### src/rtl/parking_meter_pkg.sv
`default_nettype none
// ============================================================================
//  Module      : parking_meter_pkg
//  Description : Shared types and constants for the coin accumulator: meter
//                state encoding, default per-channel coin values and a
//                coin-value lookup helper.
//  Revision    : 1.0 - initial release
// ============================================================================
package parking_meter_pkg;

  // Meter states; explicit 2-bit encoding
  typedef enum logic [1:0] {
    IDLE    = 2'd0,
    RUN     = 2'd1,
    EXPIRED = 2'd2
  } meter_state_t;

  // Up to eight coin channels, each value held in one byte
  localparam int MAX_COINS    = 8;
  localparam int COIN_VALUE_W = 8;
  localparam int COIN_IDX_W   = 3;

  // Channel 0 = 5, channel 1 = 10, channel 2 = 20, unused channels = 0
  localparam logic [MAX_COINS*COIN_VALUE_W-1:0] DEFAULT_COIN_VALUES =
    {8'd0, 8'd0, 8'd0, 8'd0, 8'd0, 8'd20, 8'd10, 8'd5};

  // Pick the credit value of one channel out of the packed value table
  function automatic logic [COIN_VALUE_W-1:0] coin_value(
    input logic [MAX_COINS*COIN_VALUE_W-1:0] values,
    input logic [COIN_IDX_W-1:0]             idx
  );
    return values[{idx, 3'b000} +: COIN_VALUE_W];
  endfunction

endpackage
`default_nettype wire

### src/rtl/coin_edge_detect.sv
`default_nettype none
// ============================================================================
//  Module      : coin_edge_detect
//  Description : Samples the coin switches, detects rising edges, encodes the
//                lowest-index event and flags when more than one channel rose
//                in the same cycle.
//  Revision    : 1.0 - initial release
// ============================================================================
module coin_edge_detect
  import parking_meter_pkg::*;
#(
  parameter int NUM_COINS = 3
) (
  input  logic                  clk,
  input  logic                  reset,
  input  logic [NUM_COINS-1:0]  sw_coin,
  output logic                  event_valid,
  output logic [COIN_IDX_W-1:0] event_idx,
  output logic                  collision
);

  logic [NUM_COINS-1:0] prev_sample;
  logic [NUM_COINS-1:0] rise;

  // Previous-cycle sample; reset loads ones so switches held through reset give no edge
  always_ff @(posedge clk) begin
    if (reset) prev_sample <= '1;
    else       prev_sample <= sw_coin;
  end

  assign rise = sw_coin & ~prev_sample;

  // Lowest-index rising channel wins; scan downward so the last hit is the lowest
  always_comb begin
    event_valid = 1'b0;
    event_idx   = '0;
    for (int i = NUM_COINS - 1; i >= 0; i--) begin
      if (rise[i]) begin
        event_valid = 1'b1;
        event_idx   = COIN_IDX_W'(i);
      end
    end
  end

  // More than one bit set: clearing the lowest set bit leaves something behind
  assign collision = (rise & (rise - NUM_COINS'(1))) != '0;

endmodule
`default_nettype wire

### src/rtl/coin_accumulator.sv
`default_nettype none
// ============================================================================
//  Module      : coin_accumulator
//  Description : Parking-meter credit accumulator. Coin edges add credit up to
//                a ceiling, sw_start meters the credit down on each tick, and
//                the meter expires when credit reaches zero.
//                Optional macro COIN_SATURATE_EN: an over-ceiling coin clamps
//                credit to MAX_TIME and is accepted instead of rejected.
//  Revision    : 1.0 - initial release
// ============================================================================
module coin_accumulator
  import parking_meter_pkg::*;
#(
  parameter int NUM_COINS = 3,
  parameter int TIME_W    = 8,
  parameter int MAX_TIME  = 99,
  parameter logic [MAX_COINS*COIN_VALUE_W-1:0] COIN_VALUES = DEFAULT_COIN_VALUES
) (
  input  logic                 clk,
  input  logic                 reset,
  input  logic [NUM_COINS-1:0] sw_coin,
  input  logic                 sw_start,
  input  logic                 tick,
  output logic [TIME_W-1:0]    time_out,
  output logic                 running,
  output logic                 expired,
  output logic                 coin_accept,
  output logic                 coin_reject
);

  // Ceiling in the widened arithmetic domain so the compare cannot wrap
  localparam logic [TIME_W:0] MAX_EXT = (TIME_W + 1)'(MAX_TIME);

  meter_state_t              state;
  meter_state_t              state_next;
  logic                      event_valid;
  logic [COIN_IDX_W-1:0]     event_idx;
  logic                      collision;
  logic [COIN_VALUE_W-1:0]   raw_value;
  logic [TIME_W:0]           value_ext;
  logic [TIME_W:0]           time_ext;
  logic [TIME_W:0]           coin_sum;
  logic [TIME_W:0]           time_next;
  logic [TIME_W:0]           time_ticked;
  logic                      accept_next;
  logic                      reject_next;
  logic                      unused_time_msb;

  coin_edge_detect #(
    .NUM_COINS (NUM_COINS)
  ) u_edge (
    .clk         (clk),
    .reset       (reset),
    .sw_coin     (sw_coin),
    .event_valid (event_valid),
    .event_idx   (event_idx),
    .collision   (collision)
  );

  assign raw_value = coin_value(COIN_VALUES, event_idx);
  assign value_ext = (TIME_W + 1)'(raw_value);
  assign time_ext  = {1'b0, time_out};
  assign coin_sum  = time_ext + value_ext;

  // Coin crediting, then state transitions and metering on the post-coin credit
  always_comb begin
    state_next  = state;
    time_next   = time_ext;
    time_ticked = time_ext;
    accept_next = 1'b0;
    reject_next = collision;

    // Acceptance is judged on the pre-tick credit
    if (event_valid) begin
      if (state == EXPIRED) begin
        reject_next = 1'b1;
      end else if (coin_sum <= MAX_EXT) begin
        accept_next = 1'b1;
        time_next   = coin_sum;
      end else begin
`ifdef COIN_SATURATE_EN
        accept_next = 1'b1;
        time_next   = MAX_EXT;
`else
        reject_next = 1'b1;
`endif
      end
    end

    case (state)
      IDLE: begin
        if (sw_start && (time_out != '0)) state_next = RUN;
      end
      RUN: begin
        // Pause wins over tick and keeps the remaining credit
        if (!sw_start) begin
          state_next = IDLE;
        end else if (tick) begin
          time_ticked = time_next - (TIME_W + 1)'(1);
          time_next   = time_ticked;
          // A coin landing on the final tick leaves credit above zero
          if (time_ticked == '0) state_next = EXPIRED;
        end
      end
      EXPIRED: begin
        time_next = '0;
        if (!sw_start) state_next = IDLE;
      end
      default: begin
        state_next = IDLE;
        time_next  = '0;
      end
    endcase
  end

  // Credit never exceeds MAX_TIME, so the carry bit is always clear here
  assign unused_time_msb = time_next[TIME_W];

  // State, credit and one-cycle coin pulses
  always_ff @(posedge clk) begin
    if (reset) begin
      state       <= IDLE;
      time_out    <= '0;
      coin_accept <= 1'b0;
      coin_reject <= 1'b0;
    end else begin
      state       <= state_next;
      time_out    <= time_next[TIME_W-1:0];
      coin_accept <= accept_next;
      coin_reject <= reject_next;
    end
  end

  assign running = (state == RUN);
  assign expired = (state == EXPIRED);

endmodule
`default_nettype wire

### config.mk
export PLATFORM = sky130hd
export DESIGN_NAME = coin_accumulator
export DESIGN_NICKNAME = d
export VERILOG_FILES = /design/src/rtl/parking_meter_pkg.sv /design/src/rtl/coin_edge_detect.sv /design/src/rtl/coin_accumulator.sv
export SDC_FILE = /design/constraint.sdc
export NUM_CORES = 1
export LEC_CHECK = 0
export ABC_AREA = 0
export BUFFER_PORTS_ARGS = -buffer_cell sky130_fd_sc_hd__buf_4
export CORE_UTILIZATION = 45
export CTS_CLUSTER_DIAMETER = 120
export CTS_CLUSTER_SIZE = 16
export DETAILED_ROUTE_END_ITERATION = 7
export MAX_ROUTING_LAYER = met4
export PLACE_DENSITY_LB_ADDON = 0.05
export SLEW_MARGIN = 15
export SYNTH_ARGS = -nofsm -noshare
export SYNTH_HDL_FRONTEND = slang
export SYNTH_HIERARCHICAL = 1
export SYNTH_SLANG_ARGS = --single-unit
export TNS_END_PERCENT = 5
### constraint.sdc
create_clock -name clk -period 11.2 [get_ports clk]
set_clock_uncertainty 0.2 [all_clocks]
set_input_delay 1.12 -clock clk [delete_from_list [all_inputs] [get_ports clk]]
set_output_delay 1.12 -clock clk [all_outputs]
set_load 0.01 [all_outputs]
==> flow_metrics.tcl, run 1 <==
set metrics [dict create \
    cp-end-kind "register" \
    synthToLayoutAreaGrowth_pct 10.8 \
    final_nets 196 \
    yosys_warnings 6 \
    slew_headroom_pct 58.9 \
    netlist_instances 165 \
    rows 19 \
    synth_area_leaders "dfxtp_1 21%, ha_1 6.2%, xnor2_1 5.0%" \
    synth_cell_types 56 \
    ys_seq_area_share_pct 21.4 \
    crit_arrival_ns 5.27 \
    grt_antenna_before_repair 0 \
    holdPathStages 1 \
    core_area_mm2 0.00285 \
    reg2regPathDepth 17 \
    htreeDepth 1 \
    ir_drop_v 0.0000757 \
    path_class "in2reg" \
    drt_iter0_markers 53 \
    worstMarginPinSlew_ns 0.612 \
    total_power_w 0.000179 \
    grt_pass1_wl_um 5190 \
    first_pass_iters 4 \
    ys_async_sr_fraction_pct 0 \
    drc 0 \
    ys.flop_type "dfxtp_1" \
    wirelength_um 3200 \
    gp_congestion 0.859 \
    cts_root_buf "clkbuf_4" \
    cts_hold_buf 0 \
    crit_fanout 11 \
    post_cts_buffers 0 \
    dieArea_mm2 0.00335 \
    start_util_pct 49.2 \
    met1_usage_pct 26.1 \
    grt_use_total_pct 20.8 \
    leakage_nw 0.726 \
    via_count 1255 \
    cts_tree "built" \
    finalSetupViolCount 0 \
    grt_util_met2_pct 31.5 \
    synth-edff-count 0 \
    rsz0062_at_grt "no" \
    tns_ns 0 \
    syn-cell-area_mm2 0.00140 \
    grt_pass1_vias 1135 \
    synth_top_cell_area_share_pct 21.4 \
    hold_viol_final 0 \
    io_buffers 18 \
    synth_area_leader_cell "dfxtp_1" \
    cp.required_ns 11.18 \
    hold_class "reg2reg" \
    cts_buffers 3 \
    synth_nets 180 \
    grt-busiest-layer "met2" \
    drive_gt1_share_pct 23.9 \
    grt_use_met3_pct 5.80 \
    period_share_pct 47.3 \
    cts.sinks 15 \
    diodes 0 \
    gr-total-overflow 0 \
    boundaryPins 19 \
    min_period_ns 5.29 \
    drv_cap 0 \
    viasPerCell 5.95 \
    worstSkewPairLatency_ns 0.29 \
    drv_slew 0 \
    fmax_ghz 0.189 \
    place_hpwl_um 2640 \
    wire_per_inst_um 15.2 \
    die_h_um 57.9 \
    status "complete, no violations" \
    antenna_left 0 \
    clockBufferDepth 2 \
    grt_max_degree 15 \
    cts_resized 0 \
    clkTransAtPathRegs_ns 0.09 \
    p_per_area_mw_per_mm2 115 \
    avgSynthCellArea_um2 8.51 \
    ys_ff_latch 15 \
    startpoint_type "primary input" \
    fp.dieW_um 57.9 \
]
==> per-stage QoR <==
| step | worst slack (ns) | area, µm² | hold slack (ns) | cells | util (%) |
|---|---|---|---|---|---|
| detailed placement | 5.61 | 1530 | 0.319 | 207 | 53.6 |
| finish | 5.91 | 1560 | 0.337 | 211 | 54.5 |
| global route | 5.59 | 1560 | 0.414 | 211 | 54.5 |
| global placement | 5.70 | 1530 | 0.312 | 207 | 53.6 |
| floorplan | 6.17 | 1400 | 0.279 | 165 | - |
| CTS | 5.90 | 1560 | 0.344 | 211 | 54.5 |
==> area by class of cell <==
class | instances | area [µm²]
clock inverter | 1 | 5.00
clock buffer | 3 | 22.5
tap | 31 | 38.8
fill | 280 | 1300
sequential | 15 | 300
timing repair buffer | 18 | 135
inverter | 7 | 26.3
multi-input combinational | 136 | 1030
==> routing by layer <==
| layer | part of all wire (%) | up-vias | wire (µm) |
|---|---|---|---|
| li1 | - | 632 | - |
| met5 | 0 | - | 0 |
| met1 | 46 | 580 | 1470 |
| met2 | 46 | 39 | 1470 |
| met4 | 1.2 | 0 | 38 |
| met3 | 7.2 | 4 | 229 |
==> synth_stat cells, types with 4 or more instances <==
| cell | number |
|---|---|
| ha_1 | 7 |
| nand3_1 | 4 |
| and2_1 | 4 |
| a31oi_1 | 4 |
| nor2_1 | 15 |
| or3_1 | 4 |
| nor2b_1 | 6 |
| xor2_1 | 5 |
| nand2_1 | 5 |
| a21oi_1 | 8 |
| inv_1 | 7 |
| or2_2 | 4 |
| nor3_1 | 7 |
| xnor2_1 | 8 |
| nor3b_1 | 4 |
| dfxtp_1 | 15 |
| mux2i_1 | 5 |
==> flip-flops by register name (all words and copies together), names as in the netlist <==
| signal | count |
|---|---|
| coin_accept | 1 |
| coin_reject | 1 |
| time_out | 8 |
| u_edge/prev_sample | 3 |
| state | 2 |
==> logic make-up (layout without fill, tap and decap cells) <==
logic type | after synthesis | after routing | share of synthesized area [%]
AOI/OAI and AO/OA | 40 | 40 | 23.3
adders and majority gates | 9 | 9 | 8.47
other | 1 | 1 | 0.267
muxes | 6 | 6 | 4.63
xor gates and xnor gates | 14 | 14 | 9.27
buffers and inverters | 14 | 29 | 5.44
and+or+nand+nor | 66 | 66 | 27.3
DFF | 15 | 15 | 21.4
==> worst max-delay path: stages <==
cell	delay, ns
buf_4	0.08
nor2b_1	0.18
nor3b_1	0.34
nor3_1	0.09
ha_1	0.22
fa_1	0.42
a211o_2	0.39
a21o_2	0.21
a41oi_1	0.23
and2_1	0.32
nand2_4	0.18
mux2i_1	0.31
ha_1	0.35
nor2b_1	0.23
nor4_1	0.07
a31oi_1	0.22
o221ai_1	0.16
o211a_1	0.14
==> path summary, 6_finish.rpt <==
path	startpoint	slack (ns)	to
min	state[0]	0.34	state[0]
min reg2reg	state[0]	0.34	state[0]
max	sw_coin[2]	5.91	state[1]
max reg2reg	u_edge/prev_sample[2]	6.54	state[1]
==> cells in the final DEF (no fill, tap or decap), types with 3 or more instances in the layout <==
| master | instances |
|---|---|
| mux2i_1 | 5 |
| nor3b_1 | 4 |
| xnor2_1 | 8 |
| and2_1 | 4 |
| nor2_1 | 15 |
| nand3_1 | 4 |
| ha_1 | 7 |
| nor2b_1 | 6 |
| a211oi_1 | 3 |
| xor2_1 | 5 |
| dfxtp_1 | 15 |
| clkbuf_4 | 3 |
| nand2_1 | 5 |
| or3_1 | 4 |
| a31oi_1 | 4 |
| inv_1 | 7 |
| o211a_1 | 3 |
| buf_4 | 18 |
| nor3_1 | 7 |
| a41oi_1 | 3 |
| a21oi_1 | 8 |
| or2_2 | 4 |
==> report_power, final <==
part	internal (W)	switching (W)	total (W)
Clock	0.0000132	0.0000186	0.0000319
Combinational	0.0000361	0.0000466	0.0000827
Sequential	0.0000576	0.00000649	0.0000640
Total	0.000107	0.0000717	0.000179
(Power assumes the default switching activity.)
==> run 2, diff against run 1 <==
==> constraint.sdc (replaced) <==
create_clock -name clk -period 4.5 [get_ports clk]
set_clock_uncertainty 0.2 [all_clocks]
set_input_delay 0.45 -clock clk [delete_from_list [all_inputs] [get_ports clk]]
set_output_delay 0.45 -clock clk [all_outputs]
set_load 0.01 [all_outputs]
==> run 2 against run 1 <==
Total power increased to 2.6 times the previous value. Utilization increased by 2.8 points. Register-to-register slack got worse by 6.3 ns. Wire length increased by 3.5%. Combinational power increased to 2.7 times the previous value. Flip-flop and latch count unchanged. First-iteration DRC count increased by 34%. Die area unchanged. Non-clock buffer count increased by 9. Via count increased by 2.9%. Hold slack got worse by 0.18 ns.
==> flow_metrics.tcl, run 2 (synthesized netlist as in run 1, its figures left out) <==
set metrics [dict create \
    hold_class "in2reg" \
    synthToLayoutAreaGrowth_pct 16.5 \
    r2r-end "state[1]" \
    via_count 1292 \
    leakage_nw 0.772 \
    hold_start "sw_coin[2]" \
    rows 19 \
    whs_endpoint "u_edge/prev_sample[2]" \
    crit_fanout 4 \
    hold_ws_ns 0.152 \
    cp-end-kind "register" \
    drt_iter0_markers 71 \
    clockBufferDepth 2 \
    worstSkewPairLatency_ns 0.28 \
    wire_per_inst_um 15.1 \
    reg.largest.list "time_out (8), u_edge/prev_sample (3), state (2)" \
    regToRegStartpoint "u_edge/prev_sample[1]" \
    grt_pass1_wl_um 5700 \
    htreeDepth 1 \
    finalSetupViolCount 0 \
    path_class "reg2reg" \
    status "complete, no violations" \
    layout.cells.non_filler 220 \
    worstMarginPinSlew_ns 0.512 \
    cts_buffers 3 \
    drv_slew 0 \
    layout_commonest_cell "buf_4" \
    core_area_mm2 0.00285 \
    post_cts_buffers 0 \
    cts_root_buf "clkbuf_4" \
    gr-total-overflow 0 \
    largest_register_ffs 8 \
    final_nets 205 \
    io_buffers 18 \
    antenna_left 0 \
    diodes 0 \
    post-place-cells 216 \
    wirelength_um 3310 \
    gp_congestion 0.875 \
    drc 0 \
    grt_use_total_pct 22.6 \
    drv_cap 0 \
    largest-register "time_out" \
    grt_max_degree 15 \
    cts_tree "built" \
    period_share_pct 94.5 \
    fp.dieW_um 57.9 \
    reg2regPathDepth 17 \
    first_pass_iters 4 \
    cp.required_ns 4.49 \
    final_cell_mix "27 x buf_4, 15 x nor2_1, 15 x dfxtp_1, 8 x xnor2_1, 8 x a21oi_1" \
    start_util_pct 49.2 \
    worstSetupStartpoint "u_edge/prev_sample[1]" \
    holdPathStages 2 \
    slew_headroom_pct 65.6 \
    clkTransAtPathRegs_ns 0.09 \
    cts.sinks 15 \
    startpoint_type "register" \
    place_hpwl_um 2660 \
    drive_gt1_share_pct 29.1 \
    dieArea_mm2 0.00335 \
    min_period_ns 4.25 \
    reg2reg_slack_ns 0.25 \
    boundaryPins 19 \
    grt_pass1_vias 1200 \
    ir_drop_v 0.000197 \
    grt_antenna_before_repair 0 \
    hold_viol_final 0 \
    crit_arrival_ns 4.24 \
    viasPerCell 5.87 \
    fmax_ghz 0.235 \
    die_h_um 57.9 \
    p_per_area_mw_per_mm2 281 \
]
run 2: changes by cell type in the layout (fill, tap and decap cells not counted):
cell	before	now
ha_1	7	6
nor3b_2	0	2
buf_4	18	27
nor3b_1	4	2
ha_2	0	1
run 2: what timing repair did:
| action | in CTS | in global routing |
|---|---|---|
| gates resized for setup | 0 | 3 |
| hold endpoints to repair | 0 | 0 |
| setup endpoints to repair | 0 | 2 |
| hold buffers | 0 | 0 |
run 2: worst max-delay path, stage by stage, from the launching register on:
cell and delay [ns]:
dfxtp_1 0.31, nor2b_1 0.25, nor2b_1 0.24, nor3_1 0.07, ha_1 0.21, fa_1 0.41, a211o_2 0.39, a21o_2 0.22
a41oi_1 0.24, and2_1 0.23, nand2_4 0.09, mux2i_1 0.24, ha_2 0.27, nor2b_1 0.19, nor4_1 0.06, a31oi_1 0.24
o221ai_1 0.16, o211a_1 0.13
run 2: final cells by class:
| type | instances | area [µm²] |
|---|---|---|
| Clock inverter | 1 | 5.00 |
| Fill cell | 286 | 1220 |
| Multi-Input combinational cell | 136 | 1040 |
| Sequential cell | 15 | 300 |
| Clock buffer | 3 | 22.5 |
| Tap cell | 31 | 38.8 |
| Inverter | 7 | 26.3 |
| Timing Repair Buffer | 27 | 203 |
run 2: where the power goes:
group | internal (W) | leakage (nW) | switching, W
combinational | 0.000103 | 0.631 | 0.000119
sequential | 0.000143 | 0.123 | 0.0000169
clock | 0.0000331 | 0.0177 | 0.0000435
total | 0.000279 | 0.772 | 0.000180
run 2: worst max-delay path by stage:
stage,to,slack (ns),depth (start not counted)
after detailed placement,state[0],-0.03,17
final,state[1],0.25,17
after CTS,state[0],0.22,16
after global placement,state[1],0.03,17
after global routing,state[0],-0.02,17
after floorplan,state[0],0.14,19
run 2: per-stage QoR:
step	utilization [%]	setup WS, ns	TNS, ns	total power (W)	instance area (µm²)
2_1_floorplan	-	0.135	0	0.000317	1400
3_3_place_gp	55.9	0.0310	0	0.000379	1600
3_5_place_dp	55.9	-0.0252	-0.0330	0.000381	1600
4_1_cts	56.9	0.217	0	0.000460	1620
5_1_grt	57.3	-0.0163	-0.0271	0.000496	1640
6_report	57.3	0.249	0	0.000459	1640
run 2: per-layer routing:
metal | global-route usage, % | vias up | wire length (µm)
li1 | - | 651 | -
met1 | 31.1 | 604 | 1610
met2 | 35.6 | 31 | 1540
met3 | 2.23 | 6 | 122
met4 | 5.78 | 0 | 38
met5 | - | - | 0
==> run 3, diff against run 2 <==
--- a/config.mk
+++ b/config.mk
@@ -5,7 +5,7 @@
 export SDC_FILE = /design/constraint.sdc
 export NUM_CORES = 1
 export LEC_CHECK = 0
-export ABC_AREA = 0
+export ABC_AREA = 1
 export BUFFER_PORTS_ARGS = -buffer_cell sky130_fd_sc_hd__buf_4
 export CORE_UTILIZATION = 45
 export CTS_CLUSTER_DIAMETER = 120
==> run 3 against run 2 <==
Total power up 0.12%. Global-route usage down 1.5 points. Utilization down 4.5 points. Hold slack better by 0.0031 ns. Die area up 13%. Area after synthesis up 14%. Count of clock-buffer cells in the layout unchanged. Sequential share of layout area down 1.5 points. Clock power up 2%. Synthesized cell count up 51%.
==> flow_metrics.tcl, run 3 <==
set metrics [dict create \
    synth_top_cell_area_share_pct 18.8 \
    rsz0062_at_grt "no" \
    die_h_um 61.6 \
    ys_seq_area_share_pct 18.8 \
    drt_iter0_markers 43 \
    ir_drop_v 0.000212 \
    yosys.cell_count.top_type "nand2_1" \
    boundaryPins 19 \
    path_class "reg2reg" \
    wirelength_um 3390 \
    whs_endpoint "u_edge/prev_sample[2]" \
    cts_hold_buf 0 \
    synth_area_leaders "dfxtp_1 19%, nand2_1 17%, inv_1 9.2%" \
    finalSetupViolCount 0 \
    worstSkewPairLatency_ns 0.28 \
    fp.dieW_um 61.6 \
    cts_buffers 3 \
    post_cts_buffers 0 \
    largest_register_ffs 8 \
    htreeDepth 1 \
    startpoint_type "register" \
    clockBufferDepth 2 \
    syn-cell-area_mm2 0.00160 \
    leakage_nw 0.958 \
    slew_headroom_pct 49.3 \
    viasPerCell 4.74 \
    drv_cap 0 \
    holdPathStages 3 \
    worstMarginPinSlew_ns 0.754 \
    n_fill_cell 396 \
    netlist_instances 249 \
    grt_use_total_pct 21.1 \
    cts_resized 0 \
    cts_tree "built" \
    diodes 0 \
    ys_ff_latch 15 \
    r2r-end "state[0]" \
    period_share_pct 84.0 \
    gp_congestion 0.832 \
    io_buffers 18 \
    grt_antenna_before_repair 0 \
    ys.flop_type "dfxtp_1" \
    clkTransAtPathRegs_ns 0.09 \
    reg.largest.list "time_out (8), u_edge/prev_sample (3), state (2)" \
    core_area_mm2 0.00336 \
    final_cell_mix "72 x nand2_1, 39 x inv_1, 19 x nand2_2, 18 x buf_4, 17 x nand3_1" \
    path_buf_inv 1 \
    synthToLayoutAreaGrowth_pct 11.1 \
    final_core_util_pct 52.8 \
    wire_per_inst_um 10.8 \
    yosys_warnings 6 \
    reg2reg_slack_ns 0.72 \
    crit_fanout 15 \
    hold_class "in2reg" \
    crit_arrival_ns 3.77 \
    hold_viol_final 0 \
    place_hpwl_um 2890 \
    worstSetupStartpoint "u_edge/prev_sample[1]" \
    cp_top_family "simple AND/OR/NAND/NOR gates" \
    final_nets 283 \
    reg2regPathDepth 21 \
    largest-register "time_out" \
    p_per_area_mw_per_mm2 259 \
    cpMostUsedCell "nand2_1" \
    layout_commonest_cell "nand2_1" \
    drive_gt1_share_pct 27.0 \
    via_count 1483 \
    min_period_ns 3.78 \
    synth_nets 264 \
    drv_slew 0 \
    drc 0 \
    tns_ns 0 \
    cp_slowest_cell "fa_1" \
    fmax_ghz 0.264 \
    status "complete, no violations" \
    antenna_left 0 \
    grt_max_degree 16 \
    synth_cell_types 32 \
    synth-edff-count 0 \
    first_pass_iters 4 \
    start_util_pct 47.5 \
    dieArea_mm2 0.00380 \
    synth_commonest_cells "72 x nand2_1, 39 x inv_1, 19 x nand2_2, 17 x nand3_1, 15 x dfxtp_1" \
    ys_async_sr_fraction_pct 0 \
    gr-total-overflow 0 \
    slowest_delay_ns 0.41 \
    synth_area_leader_cell "dfxtp_1" \
    grt_pass1_wl_um 5730 \
    hold_start "sw_coin[2]" \
    rows 21 \
    avgSynthCellArea_um2 6.42 \
    cts_root_buf "clkbuf_4" \
    cp.required_ns 4.49 \
    regToRegStartpoint "u_edge/prev_sample[1]" \
    cts.sinks 15 \
    cp-end-kind "register" \
    grt_pass1_vias 1322 \
    cp_cell_sequence "inv_1 > nand2_1 > nor2_1 > nor3_1 > ha_1 > fa_1 > xnor2_1 > nand3_2 > nand3_4 > nand3_4 > nand2_1 > nand2_1 > ha_1 > nand3_4 > nand2_1 > nor2_1 > nand3_1 > nor2_2 > nand3_2 > nand2_1 > a21oi_2" \
]
run 3: cell count changes after synthesis, moves of 7 or more:
cell / change
nand4_1: +9
inv_1: +32
nor2_2: +7
nand2_1: +67
nand2_2: +19
xnor2_1: -7
nand3_1: +13
run 3: logic make-up after synthesis:
group           Yosys count  share of synthesized area [%]
simple gates            157                           53.1
buf+inv                  47                           12.8
compound gates           20                           7.90
flops                    15                           18.8
fa+ha+maj                 8                           6.73
xor+xnor                  1                          0.548
other cells               1                          0.235
run 3: metrics by stage:
stage | setup slack [ns] | cell area, µm² | hold WS, ns | instances | power [W]
2_1_floorplan | 1.05 | 1600 | 0.306 | 249 | 0.000338
3_3_place_gp | 0.491 | 1750 | 0.366 | 309 | 0.000385
3_5_place_dp | 0.458 | 1750 | 0.350 | 309 | 0.000385
4_1_cts | 0.677 | 1780 | 0.143 | 313 | 0.000467
5_1_grt | 0.301 | 1780 | 0.149 | 313 | 0.000504
6_report | 0.719 | 1780 | 0.155 | 313 | 0.000459
run 3: worst register-to-register path: stages (launching register included):
cell,delay (ns)
dfxtp_1,0.31
inv_1,0.06
nand2_1,0.08
nor2_1,0.22
nor3_1,0.07
ha_1,0.22
fa_1,0.41
xnor2_1,0.34
nand3_2,0.15
nand3_4,0.15
nand3_4,0.23
nand2_1,0.12
nand2_1,0.14
ha_1,0.29
nand3_4,0.12
nand2_1,0.07
nor2_1,0.10
nand3_1,0.09
nor2_2,0.10
nand3_2,0.09
nand2_1,0.08
a21oi_2,0.05
run 3: final cells by class:
class / count / area [µm²] / area share (%)
Clock buffer: 3 / 22.5 / 1.27
Multi-Input combinational cell: 187 / 1090 / 61.6
Timing Repair Buffer: 18 / 135 / 7.61
Inverter: 43 / 161 / 9.08
Clock inverter: 1 / 5.00 / 0.282
Tap cell: 46 / 57.6 / 3.24
Sequential cell: 15 / 300 / 16.9
run 3: worst max path at each step:
stage | endpoint | slack, ns | cells after the start
finish | state[0] | 0.72 | 21
global route | state[0] | 0.30 | 27
CTS | state[0] | 0.68 | 25
detailed placement | state[0] | 0.46 | 26
global placement | state[0] | 0.49 | 26
floorplan | state[0] | 1.05 | 28
run 3: metal layers:
metal  track usage [%]  vias up  wire length (µm)
li1                  -      825                 -
met1              28.2      632              1710
met2              33.5       24              1550
met3              3.78        2               104
met4              3.81        0                21
met5                 -        -                 0
run 3: power by group:
group / internal (W) / total, W / switching (W) / leakage (nW)
Clock: 0.0000330 / 0.0000783 / 0.0000453 / 0.0177
Sequential: 0.000144 / 0.000157 / 0.0000128 / 0.123
Combinational: 0.0000830 / 0.000224 / 0.000141 / 0.817
